--- config.mk ---
export PLATFORM = sky130hd
export DESIGN_NAME = ct_spsram_2048x128_arb
export DESIGN_NICKNAME = d
export VERILOG_FILES = /design/src/rtl/ct_spsram_arb_pkg.sv /design/src/rtl/ct_spsram_init_cnt.sv /design/src/rtl/ct_spsram_2048x128_arb.sv
export SDC_FILE = /design/constraint.sdc
export NUM_CORES = 1
export LEC_CHECK = 0
export BUFFER_PORTS_ARGS = -buffer_cell sky130_fd_sc_hd__buf_2
export CAP_MARGIN = 20
export CORE_AREA = 3 3 318 320
export CTS_CLUSTER_SIZE = 25
export DETAILED_ROUTE_END_ITERATION = 10
export DIE_AREA = 0 0 321 323
export PLACE_DENSITY_LB_ADDON = 0.12
export SYNTH_ARGS = -nofsm -noshare
export SYNTH_HDL_FRONTEND = slang
export SYNTH_SLANG_ARGS = --single-unit
--- constraint.sdc ---
create_clock -name forever_cpuclk -period 1.8 [get_ports forever_cpuclk]
set_clock_uncertainty 0.2 [all_clocks]
set_input_delay 0.18 -clock forever_cpuclk [delete_from_list [all_inputs] [get_ports forever_cpuclk]]
set_output_delay 0.18 -clock forever_cpuclk [all_outputs]
set_load 0.005 [all_outputs]
--- src/rtl/ct_spsram_arb_pkg.sv ---
// ---------------------------------------------------------------------------
// ct_spsram_arb_pkg
//  Shared definitions for the ct_spsram_2048x128 arbiter slice:
//   - arb_state_e  : arbiter FSM state (INIT = zero-fill, RUN = serve requesters)
//   - SRAM_*       : macro geometry
//   - *_OFF        : inactive levels of the active-low macro strobes
// ---------------------------------------------------------------------------
package ct_spsram_arb_pkg;

    localparam int unsigned SRAM_ADDR_W = 11;
    localparam int unsigned SRAM_DATA_W = 128;
    localparam int unsigned SRAM_DEPTH  = 2048;

    typedef enum logic [0:0] {
        INIT = 1'b0,
        RUN  = 1'b1
    } arb_state_e;

    localparam logic                   CEN_OFF  = 1'b1;
    localparam logic                   GWEN_OFF = 1'b1;
    localparam logic [SRAM_DATA_W-1:0] WEN_OFF  = '1;

endpackage

--- src/rtl/ct_spsram_init_cnt.sv ---
// ---------------------------------------------------------------------------
// ct_spsram_init_cnt
//  Fill-index counter used while the array is being zero-filled.
//  Ports:
//   clk        in   clock
//   rst_n      in   asynchronous active-low reset
//   i_en       in   advance the counter by one this cycle
//   i_restart  in   force the counter back to 0 (wins over i_en)
//   o_cnt      out  current fill index
//   o_last     out  current index is the final entry of the array
// ---------------------------------------------------------------------------
module ct_spsram_init_cnt
    import ct_spsram_arb_pkg::*;
#(
    parameter int unsigned CNT_WIDTH = SRAM_ADDR_W
) (
    input  logic                 clk,
    input  logic                 rst_n,
    input  logic                 i_en,
    input  logic                 i_restart,
    output logic [CNT_WIDTH-1:0] o_cnt,
    output logic                 o_last
);

    logic [CNT_WIDTH-1:0] r_cnt;

    always_ff @(posedge clk or negedge rst_n) begin
        if (!rst_n) begin
            r_cnt <= '0;
        end else if (i_restart) begin
            r_cnt <= '0;
        end else if (i_en) begin
            r_cnt <= r_cnt + CNT_WIDTH'(1);
        end
    end

    assign o_cnt  = r_cnt;
    // Depth is a power of two, so the last index is all ones.
    assign o_last = &r_cnt;

endmodule

--- src/rtl/ct_spsram_2048x128_arb.sv ---
// ---------------------------------------------------------------------------
// ct_spsram_2048x128_arb
//  Shares one ct_spsram_2048x128 macro between a read and a write requester.
//  Zero-fills the array after reset or on init_req, then arbitrates
//  round-robin between the two requesters and drives the macro strobes.
//  Ports:
//   forever_cpuclk   in   clock (also the SRAM clock)
//   cpurst_b         in   asynchronous active-low reset
//   init_req         in   restart the zero-fill
//   init_done        out  fill complete, requests may be granted
//   rd_vld/rd_addr   in   read request
//   rd_rdy           out  read granted this cycle
//   rd_data_vld      out  read data valid (one cycle after the grant)
//   rd_data          out  read data (sram_q)
//   wr_vld/wr_addr/wr_data/wr_be  in  write request, wr_be active-high bit mask
//   wr_rdy           out  write granted this cycle
//   sram_cen/gwen/wen/a/d  out  macro strobes (active low), combinational
//   sram_q           in   macro read data
// ---------------------------------------------------------------------------
module ct_spsram_2048x128_arb
    import ct_spsram_arb_pkg::*;
#(
    parameter int unsigned ADDR_WIDTH = SRAM_ADDR_W,
    parameter int unsigned DATA_WIDTH = SRAM_DATA_W
) (
    input  logic                  forever_cpuclk,
    input  logic                  cpurst_b,
    input  logic                  init_req,
    output logic                  init_done,
    input  logic                  rd_vld,
    input  logic [ADDR_WIDTH-1:0] rd_addr,
    output logic                  rd_rdy,
    output logic                  rd_data_vld,
    output logic [DATA_WIDTH-1:0] rd_data,
    input  logic                  wr_vld,
    input  logic [ADDR_WIDTH-1:0] wr_addr,
    input  logic [DATA_WIDTH-1:0] wr_data,
    input  logic [DATA_WIDTH-1:0] wr_be,
    output logic                  wr_rdy,
    output logic                  sram_cen,
    output logic                  sram_gwen,
    output logic [DATA_WIDTH-1:0] sram_wen,
    output logic [ADDR_WIDTH-1:0] sram_a,
    output logic [DATA_WIDTH-1:0] sram_d,
    input  logic [DATA_WIDTH-1:0] sram_q
);

    arb_state_e              r_state;
    arb_state_e              w_state_nxt;
    logic                    r_last_wr;
    logic                    r_rd_data_vld;
    logic [ADDR_WIDTH-1:0]   r_a_hold;
    logic [DATA_WIDTH-1:0]   r_d_hold;

    logic [ADDR_WIDTH-1:0]   w_cnt;
    logic                    w_cnt_last;
    logic                    w_run;
    logic                    w_init_acc;
    logic                    w_rd_gnt;
    logic                    w_wr_gnt;

    ct_spsram_init_cnt #(
        .CNT_WIDTH (ADDR_WIDTH)
    ) u_init_cnt (
        .clk       (forever_cpuclk),
        .rst_n     (cpurst_b),
        .i_en      (r_state == INIT),
        .i_restart (init_req),
        .o_cnt     (w_cnt),
        .o_last    (w_cnt_last)
    );

    assign w_run = (r_state == RUN);

    // Reset gates the fill access so the strobes sit at their idle levels
    // while cpurst_b is low, even though the state register already reads INIT.
    assign w_init_acc = cpurst_b & (r_state == INIT);

    // Grants look only at the valids, the state and the round-robin flag.
    assign w_rd_gnt = w_run & rd_vld & (~wr_vld |  r_last_wr);
    assign w_wr_gnt = w_run & wr_vld & (~rd_vld | ~r_last_wr);

    always_comb begin
        w_state_nxt = r_state;
        case (r_state)
            INIT:    if (!init_req && w_cnt_last) w_state_nxt = RUN;
            RUN:     if (init_req)                w_state_nxt = INIT;
            default: w_state_nxt = INIT;
        endcase
    end

    // Macro strobes. a/d fall back to the registered copy of their last value
    // when the macro is idle so the wide buses do not toggle needlessly.
    always_comb begin
        sram_cen  = CEN_OFF;
        sram_gwen = GWEN_OFF;
        sram_wen  = WEN_OFF;
        sram_a    = r_a_hold;
        sram_d    = r_d_hold;
        if (w_init_acc) begin
            sram_cen  = 1'b0;
            sram_gwen = 1'b0;
            sram_wen  = '0;
            sram_a    = w_cnt;
            sram_d    = '0;
        end else if (w_rd_gnt) begin
            sram_cen  = 1'b0;
            sram_a    = rd_addr;
        end else if (w_wr_gnt && (wr_be != '0)) begin
            // An all-zero mask is acknowledged but never touches the array.
            sram_cen  = 1'b0;
            sram_gwen = 1'b0;
            sram_wen  = ~wr_be;
            sram_a    = wr_addr;
            sram_d    = wr_data;
        end
    end

    always_ff @(posedge forever_cpuclk or negedge cpurst_b) begin
        if (!cpurst_b) begin
            r_state       <= INIT;
            r_last_wr     <= 1'b1;
            r_rd_data_vld <= 1'b0;
            r_a_hold      <= '0;
            r_d_hold      <= '0;
        end else begin
            r_state       <= w_state_nxt;
            if (w_rd_gnt || w_wr_gnt) begin
                r_last_wr <= w_wr_gnt;
            end
            r_rd_data_vld <= w_rd_gnt;
            r_a_hold      <= sram_a;
            r_d_hold      <= sram_d;
        end
    end

    assign init_done   = w_run;
    assign rd_rdy      = w_rd_gnt;
    assign wr_rdy      = w_wr_gnt;
    assign rd_data_vld = r_rd_data_vld;
    assign rd_data     = sram_q;

endmodule

==> flow_metrics.tcl, run 1 <==
set metrics [dict create \
    fin_crit_sh_pct 158.0 \
    violations "negative hold slack, negative setup slack" \
    ant_nets 0 \
    seq_area_frac_synth_pct 45.89 \
    cp_num_buf_inv 6 \
    ys.flop_type "dfrtp_1" \
    coreArea_mm2 0.09842 \
    worstSetupStartpoint "wr_be[28]" \
    p_seq_share_pct 38.4 \
    dieArea_mm2 0.1037 \
    yosysWarnings 0 \
    fmax_ghz 0.3515 \
    crit_family "simple AND/OR/NAND/NOR gates" \
    initial_core_util_pct 8.480 \
    cts_sinks 153 \
    place_area_mm2 0.01409 \
    synth_top_area_share_pct 45.58 \
    startpoint_type "input pin" \
    synth_top_cell_by_area "dfrtp_1" \
    synth-edff-count 0 \
    numCtsBuffers 17 \
    ys_ff_latch 153 \
    holdCritStartpoint "rd_addr[0]" \
    holdPathStages 3 \
    cp.depth 12 \
    cp_cell_sequence "buf_8 > nor4_4 > nand4_1 > nor4_2 > buf_4 > a21boi_4 > buf_12 > buf_6 > mux2i_1 > nor2_2 > buf_4 > buf_6" \
    slew_headroom_pct 36.78 \
    avgSynthCellArea_um2 9.604 \
    clkTransAtPathRegs_ns 0.07 \
    setup_slack_ns -1.045 \
    crit_arrival_ns 2.46 \
    power_frac_comb_pct 19.6 \
    drv_slew 0 \
    setup_violations 412 \
    htree_levels 4 \
    synth_area_leaders "dfrtp_1 (46%), mux2i_1 (15%), buf_4 (12%)" \
    synth.distinct_cells 31 \
    whs_ns -0.09106 \
    die_width_um 321 \
    clock_power_share_pct 42.1 \
    hold_violations 1 \
    p_int_mw 6.366 \
    cts_tree "yes" \
    grt-ovfl-total 0 \
    grt_pass1_vias 10700 \
    dp_cells 2778 \
    fin_cells 3034 \
    synth_cells 869 \
    drive_gt1_share_pct 62.66 \
    final_core_util_pct 18.26 \
    syn_to_final_growth_pct 115.3 \
    dr.pass1.iters 4 \
    drc 0 \
    clkLatencyLatePin_ns 0.48 \
    grt_antenna_before_repair 19 \
    crit_required_ns 1.42 \
    max-cap-violations 0 \
    ir_worst_vdd_v 0.0004743 \
    routedWlPerCell_um 19.59 \
    fp.dieH_um 323 \
    grt_usage_pct 11.02 \
    rr_worst_depth 11 \
    synth.most_common_cell "dfrtp_1" \
    period_minus_slack_ns 2.845 \
    drtIter0Drc 290 \
    path_class "input pin to primary output" \
    ios 812 \
    finalNetCount 2137 \
    routed_wl_um 59430 \
    synth-async-reset-ratio_pct 100.0 \
    fin_area_mm2 0.01797 \
    r2r-start "init_done" \
    grt_pass1_wl_um 80830 \
    cts_root_buf "clkbuf_16" \
    worstMarginPinSlew_ns 0.9482 \
    vias 9820 \
    status "finished, violations left" \
    syn-num-nets 1281 \
    clockBufferDepth 2 \
    p_switching_mw 2.691 \
    min_path_type "input pin to register" \
    portBuffers 555 \
    p_sw_share_pct 29.71 \
    rsz0062_at_grt "true" \
    synth_area_mm2 0.008346 \
    leakage_nw 8.268 \
    crit_fanout 7 \
    netlist_top_cells_count "dfrtp_1 (152), nor2_1 (149), a21oi_1 (135)" \
    gp_congestion 0.7820 \
    slowest_delay_ns 0.37 \
    row_count 115 \
    dpl.hpwl_um 46820 \
    crit_path_end_kind "primary output" \
    p_per_area_mw_per_mm2 504.1 \
    drt-vias-per-instance 3.237 \
    power_mw 9.057 \
    grt_max_degree 148 \
    cp_slowest_cell "nand4_1" \
]
layout make-up:
| type | count | area, µm² |
|---|---|---|
| fillers | 11130 | 80450 |
| repair buffers | 1029 | 7682 |
| multi-input cells | 522 | 4235 |
| flip-flops and latches | 153 | 3830 |
| well taps | 1287 | 1610 |
| clock buffers | 18 | 439.2 |
| clock inverters | 14 | 136.4 |
| diodes | 9 | 22.52 |
| inverters | 2 | 11.26 |
worst register-to-register path, cell delays in order (launching register included):
cell and delay [ns]:
dfrtp_1 0.38, nand2_2 0.07, a21oi_2 0.11, buf_6 0.13
a21boi_4 0.33, buf_12 0.21, buf_8 0.15, buf_16 0.13
mux2i_1 0.18, nor2_1 0.07, buf_4 0.13, buf_4 0.12
power groups by stage:
stage	Sequential, mW	Clock (mW)	Combinational [mW]
floorplan	3.54	0	0.533
global placement	3.54	0	1.46
detailed placement	3.54	0	1.46
CTS	3.47	4.09	1.80
global route	3.47	4.18	1.93
finish	3.47	3.81	1.77
per-stage QoR:
step,setup TNS (ns),setup slack (ns),hold slack (ns)
4_1_cts,-319.79,-1.140,-0.1434
2_1_floorplan,-40.96,-0.1509,-0.3156
6_report,-295.66,-1.045,-0.09106
3_5_place_dp,-503.54,-1.522,-0.07883
3_3_place_gp,-527.65,-1.580,-0.07678
5_1_grt,-350.69,-1.184,-0.09964
layout by cell type (no fill, tap or decap), types with 4 or more instances in the layout:
cell / count
inv_6: 4
nor2_2: 6
buf_6: 30
diode_2: 9
a22oi_1: 4
clkbuf_16: 18
nor4_1: 15
nor4_4: 7
nand3b_1: 6
nor4_2: 12
nand4_1: 8
mux2i_1: 128
clkinvlp_4: 5
dlygate4sd3_1: 146
buf_16: 22
o211ai_1: 5
a21oi_2: 112
buf_2: 541
buf_12: 24
nor2_1: 142
xor2_1: 7
buf_8: 10
buf_4: 255
nand2_1: 15
a21oi_4: 22
dfrtp_1: 152
a221oi_4: 5
repair_timing:
item	4_1_cts	5_1_grt
gates cloned	20	1
pin swaps	114	32
hold buffers	145	1
setup endpoints to repair	410	417
buffers inserted	53	2
resized for setup	162	27
hold endpoints to repair	297	2
metal layers:
metal	vias up	global-route usage, %	wire length [µm]
met2	373	20.06	30800
met4	8	4.019	1856
met5	-	0.4989	115
met1	4716	11.83	22460
met3	122	3.654	4204
li1	4601	-	-
registers in the layout, summed over array words and instances, names as in the netlist:
| signal | count |
|---|---|
| r_last_wr | 1 |
| init_done | 1 |
| r_d_hold | 128 |
| r_a_hold | 11 |
| u_init_cnt.o_cnt | 11 |
| rd_data_vld | 1 |
logic make-up after synthesis:
logic type	count (synthesis)	share of synthesized area, %
AOI/OAI and AO/OA	155	9.940
xor gates and xnor gates	10	1.050
adders and majority gates	1	0.1499
buffers and inverters	194	15.34
DFF	153	45.89
muxes	129	15.47
and+or+nand+nor	227	12.16
worst paths after layout:
kind	end	slack, ns
worst max-delay path	sram_d[1]	-1.04
worst min-delay path	r_a_hold[0]	-0.09
worst max register to register	r_d_hold[10]	-0.52
worst min register to register	r_d_hold[37]	0.33
max in group asynchronous	r_d_hold[25]	0.35
min in group asynchronous	u_init_cnt.o_cnt[10]	0.07
Note: power is estimated with default switching activity, not from simulation.
==> run 2, diff against run 1 <==
ABC_AREA = 1   (was unset)
CORE_AREA = 3 3 310 312   (was 3 3 318 320)
DIE_AREA = 0 0 313 315   (was 0 0 321 323)
==> run 2 against run 1 <==
Effect of this change:
- the flow finishes with violations (negative setup slack)
- critical endpoint is now sram_d[98]
- sequential power about the same
- first-iteration DRC count up 37%
- maximum frequency increased by 6.4%
- synthesized area grew 3.9%
- sequential share of layout area fell by 0.076 points
- count of clock-buffer cells in the layout unchanged
- critical path depth unchanged
- largest cell class unchanged
- worst setup slack improved by 0.17 ns
==> flow_metrics.tcl, run 2 <==
set metrics [dict create \
    drt-vias-per-instance 3.434 \
    setup_violations 413 \
    vias 11420 \
    crit_path_end_kind "primary output" \
    largest_reg_flops 128 \
    die_width_um 313 \
    synth-async-reset-ratio_pct 100.0 \
    grt_antenna_before_repair 12 \
    drv_slew 0 \
    min_path_type "input pin to register" \
    startpoint_type "register" \
    clock_power_share_pct 42.4 \
    rr_endpoint "r_d_hold[47]" \
    preCtsSetupSlack_ns -1.179 \
    p_sw_share_pct 31.26 \
    crit_fanout 11 \
    syn_to_final_growth_pct 108.1 \
    status "finished, violations left" \
    ys.flop_type "dfrtp_1" \
    clkTransAtPathRegs_ns 0.08 \
    ios 812 \
    drc 0 \
    final_cell_mix "buf_2 (548), buf_4 (305), nor2_1 (291), dfrtp_1 (151), dlygate4sd3_1 (141)" \
    rrSetupSlack_ns -0.80 \
    clockBufferDepth 2 \
    fin_crit_sh_pct 148.5 \
    leakage_nw 8.940 \
    max-cap-violations 0 \
    synth-edff-count 0 \
    rsz0062_at_grt "true" \
    initial_core_util_pct 9.287 \
    path_class "register to primary output" \
    drtIter0Drc 398 \
    dpl.hpwl_um 44640 \
    grt_pass1_wl_um 83370 \
    holdCritStartpoint "wr_addr[7]" \
    hold_violations 0 \
    crit_arrival_ns 2.29 \
    coreArea_mm2 0.09333 \
    final_common_cell "buf_2" \
    synth.most_common_cell "nor2_1" \
    cts_root_buf "clkbuf_16" \
    synth_area_mm2 0.008667 \
    drive_gt1_share_pct 54.11 \
    p_seq_share_pct 38.2 \
    holdPathStages 5 \
    dieArea_mm2 0.09860 \
    synth_top_cell_by_area "dfrtp_1" \
    seq_area_frac_synth_pct 44.19 \
    cts_sinks 153 \
    numCtsBuffers 17 \
    period_minus_slack_ns 2.674 \
    htree_levels 4 \
    fmax_ghz 0.3740 \
    routedWlPerCell_um 18.21 \
    crit_required_ns 1.42 \
    avgSynthCellArea_um2 7.364 \
    dr.pass1.iters 4 \
    power_frac_comb_pct 19.3 \
    synth.distinct_cells 28 \
    clkLatencyLatePin_ns 0.49 \
    rr_worst_depth 16 \
    grt_pass1_vias 12070 \
    power_mw 9.055 \
    top_register "r_d_hold" \
    r2r-start "r_last_wr" \
    row_count 112 \
    violations "negative setup slack" \
    netlist_top_cells_count "nor2_1 (369), dfrtp_1 (152), a21oi_1 (137), o21ai_0 (137), buf_4 (129)" \
    grt_max_degree 75 \
    ant_nets 0 \
    p_per_area_mw_per_mm2 502.0 \
    worstMarginPinSlew_ns 0.5154 \
    syn-num-nets 1589 \
    synth_cells 1177 \
    routed_wl_um 60560 \
    p_int_mw 6.224 \
    worst_hold_path.endpoint "r_a_hold[7]" \
    finalNetCount 2469 \
    ys_ff_latch 153 \
    ir_worst_vdd_v 0.0006493 \
    grt-ovfl-total 0 \
    fp.dieH_um 315 \
    seq_area_mm2 0.003831 \
    slew_headroom_pct 65.19 \
    grt_usage_pct 11.67 \
    portBuffers 555 \
    cts_tree "yes" \
    p_switching_mw 2.831 \
    n_fill_cell 10690 \
    yosysWarnings 0 \
    setup_slack_ns -0.8737 \
    multiInputGateArea_mm2 0.004029 \
    synth_area_leaders "dfrtp_1 (44%), nor2_1 (16%), buf_4 (11%)" \
    gp_congestion 0.8611 \
    synth_top_area_share_pct 43.89 \
]
-- run 2: cell types whose count changed in the layout (fill, tap and decap cells not counted), moves of 70 or more --
cell and change:
nand2_1 +77, mux2i_1 -128, o21ai_0 +95, nor2_1 +149, a21oi_2 -70, a21oi_1 +85
-- run 2: worst max path at each step --
stage,start,end,slack [ns]
finish,r_last_wr,sram_d[98],-0.87
CTS,r_last_wr,sram_a[10],-0.95
global placement,wr_be[0],sram_wen[40],-1.27
global route,wr_be[21],sram_d[9],-1.03
floorplan,r_last_wr,sram_wen[10],0.003
detailed placement,wr_be[127],sram_wen[40],-1.18
-- run 2: per-layer routing --
metal  vias to the layer above  share of wire (%)  GRT usage, %
li1                       5434                  -             -
met1                      5424                 39         12.64
met2                       461                 51         21.50
met3                        99                6.5         3.418
met4                         2                3.3         4.132
met5                         -              0.021             0
-- run 2: what timing repair did --
item / in CTS / in global routing
setup buffers: 36 / 23
hold endpoints to repair: 297 / 2
resized for setup: 160 / 136
pin swaps: 22 / 43
cloned: 16 / 5
setup endpoints to repair: 414 / 416
hold buffers: 140 / 1
-- run 2: power by group through the flow --
stage               combinational, mW  clock [mW]  sequential [mW]
finish                           1.75        3.84             3.46
global route                     1.91        4.24             3.46
CTS                              1.75        4.14             3.46
detailed placement               1.44           0             3.53
global placement                 1.44           0             3.53
floorplan                       0.551           0             3.53
-- run 2: critical path: stages (launching register included) --
cell	delay, ns
dfstp_2	0.55
nand2_2	0.06
nand3_4	0.07
clkinv_4	0.08
o21ai_4	0.09
buf_12	0.14
buf_12	0.15
inv_16	0.08
buf_16	0.17
buf_12	0.13
nor2_2	0.06
nor2_1	0.06
buf_2	0.13
-- run 2: area by class of cell --
class | count | share of cell area, %
tap | 1254 | 8.699
inverter | 36 | 0.9642
multi-input combinational | 786 | 22.34
clock inverter | 14 | 0.7214
antenna | 2 | 0.02775
timing repair inverter | 2 | 0.1526
timing repair buffer | 1061 | 43.42
sequential | 153 | 21.24
clock buffer | 18 | 2.435
-- run 2: kinds of logic after synthesis --
group,Yosys count,share of synthesized area [%]
AOI/OAI and AO/OA,279,16.30
and+or+nand+nor,506,22.71
adders and majority gates,1,0.1443
DFF,153,44.19
buffers and inverters,238,16.66
-- run 2: metrics by stage --
stage | hold WS [ns] | setup TNS, ns | std cells | cell area [µm²] | util, %
2_1_floorplan | -0.3156 | 0 | 1177 | 8693 | -
3_3_place_gp | 0.1600 | -442.51 | 3072 | 14140 | 15.15
3_5_place_dp | 0.1600 | -404.62 | 3072 | 14140 | 15.15
4_1_cts | -0.04203 | -261.95 | 3296 | 17370 | 18.61
5_1_grt | -0.01589 | -298.28 | 3324 | 18030 | 19.32
6_report | 0.01282 | -238.81 | 3326 | 18040 | 19.33
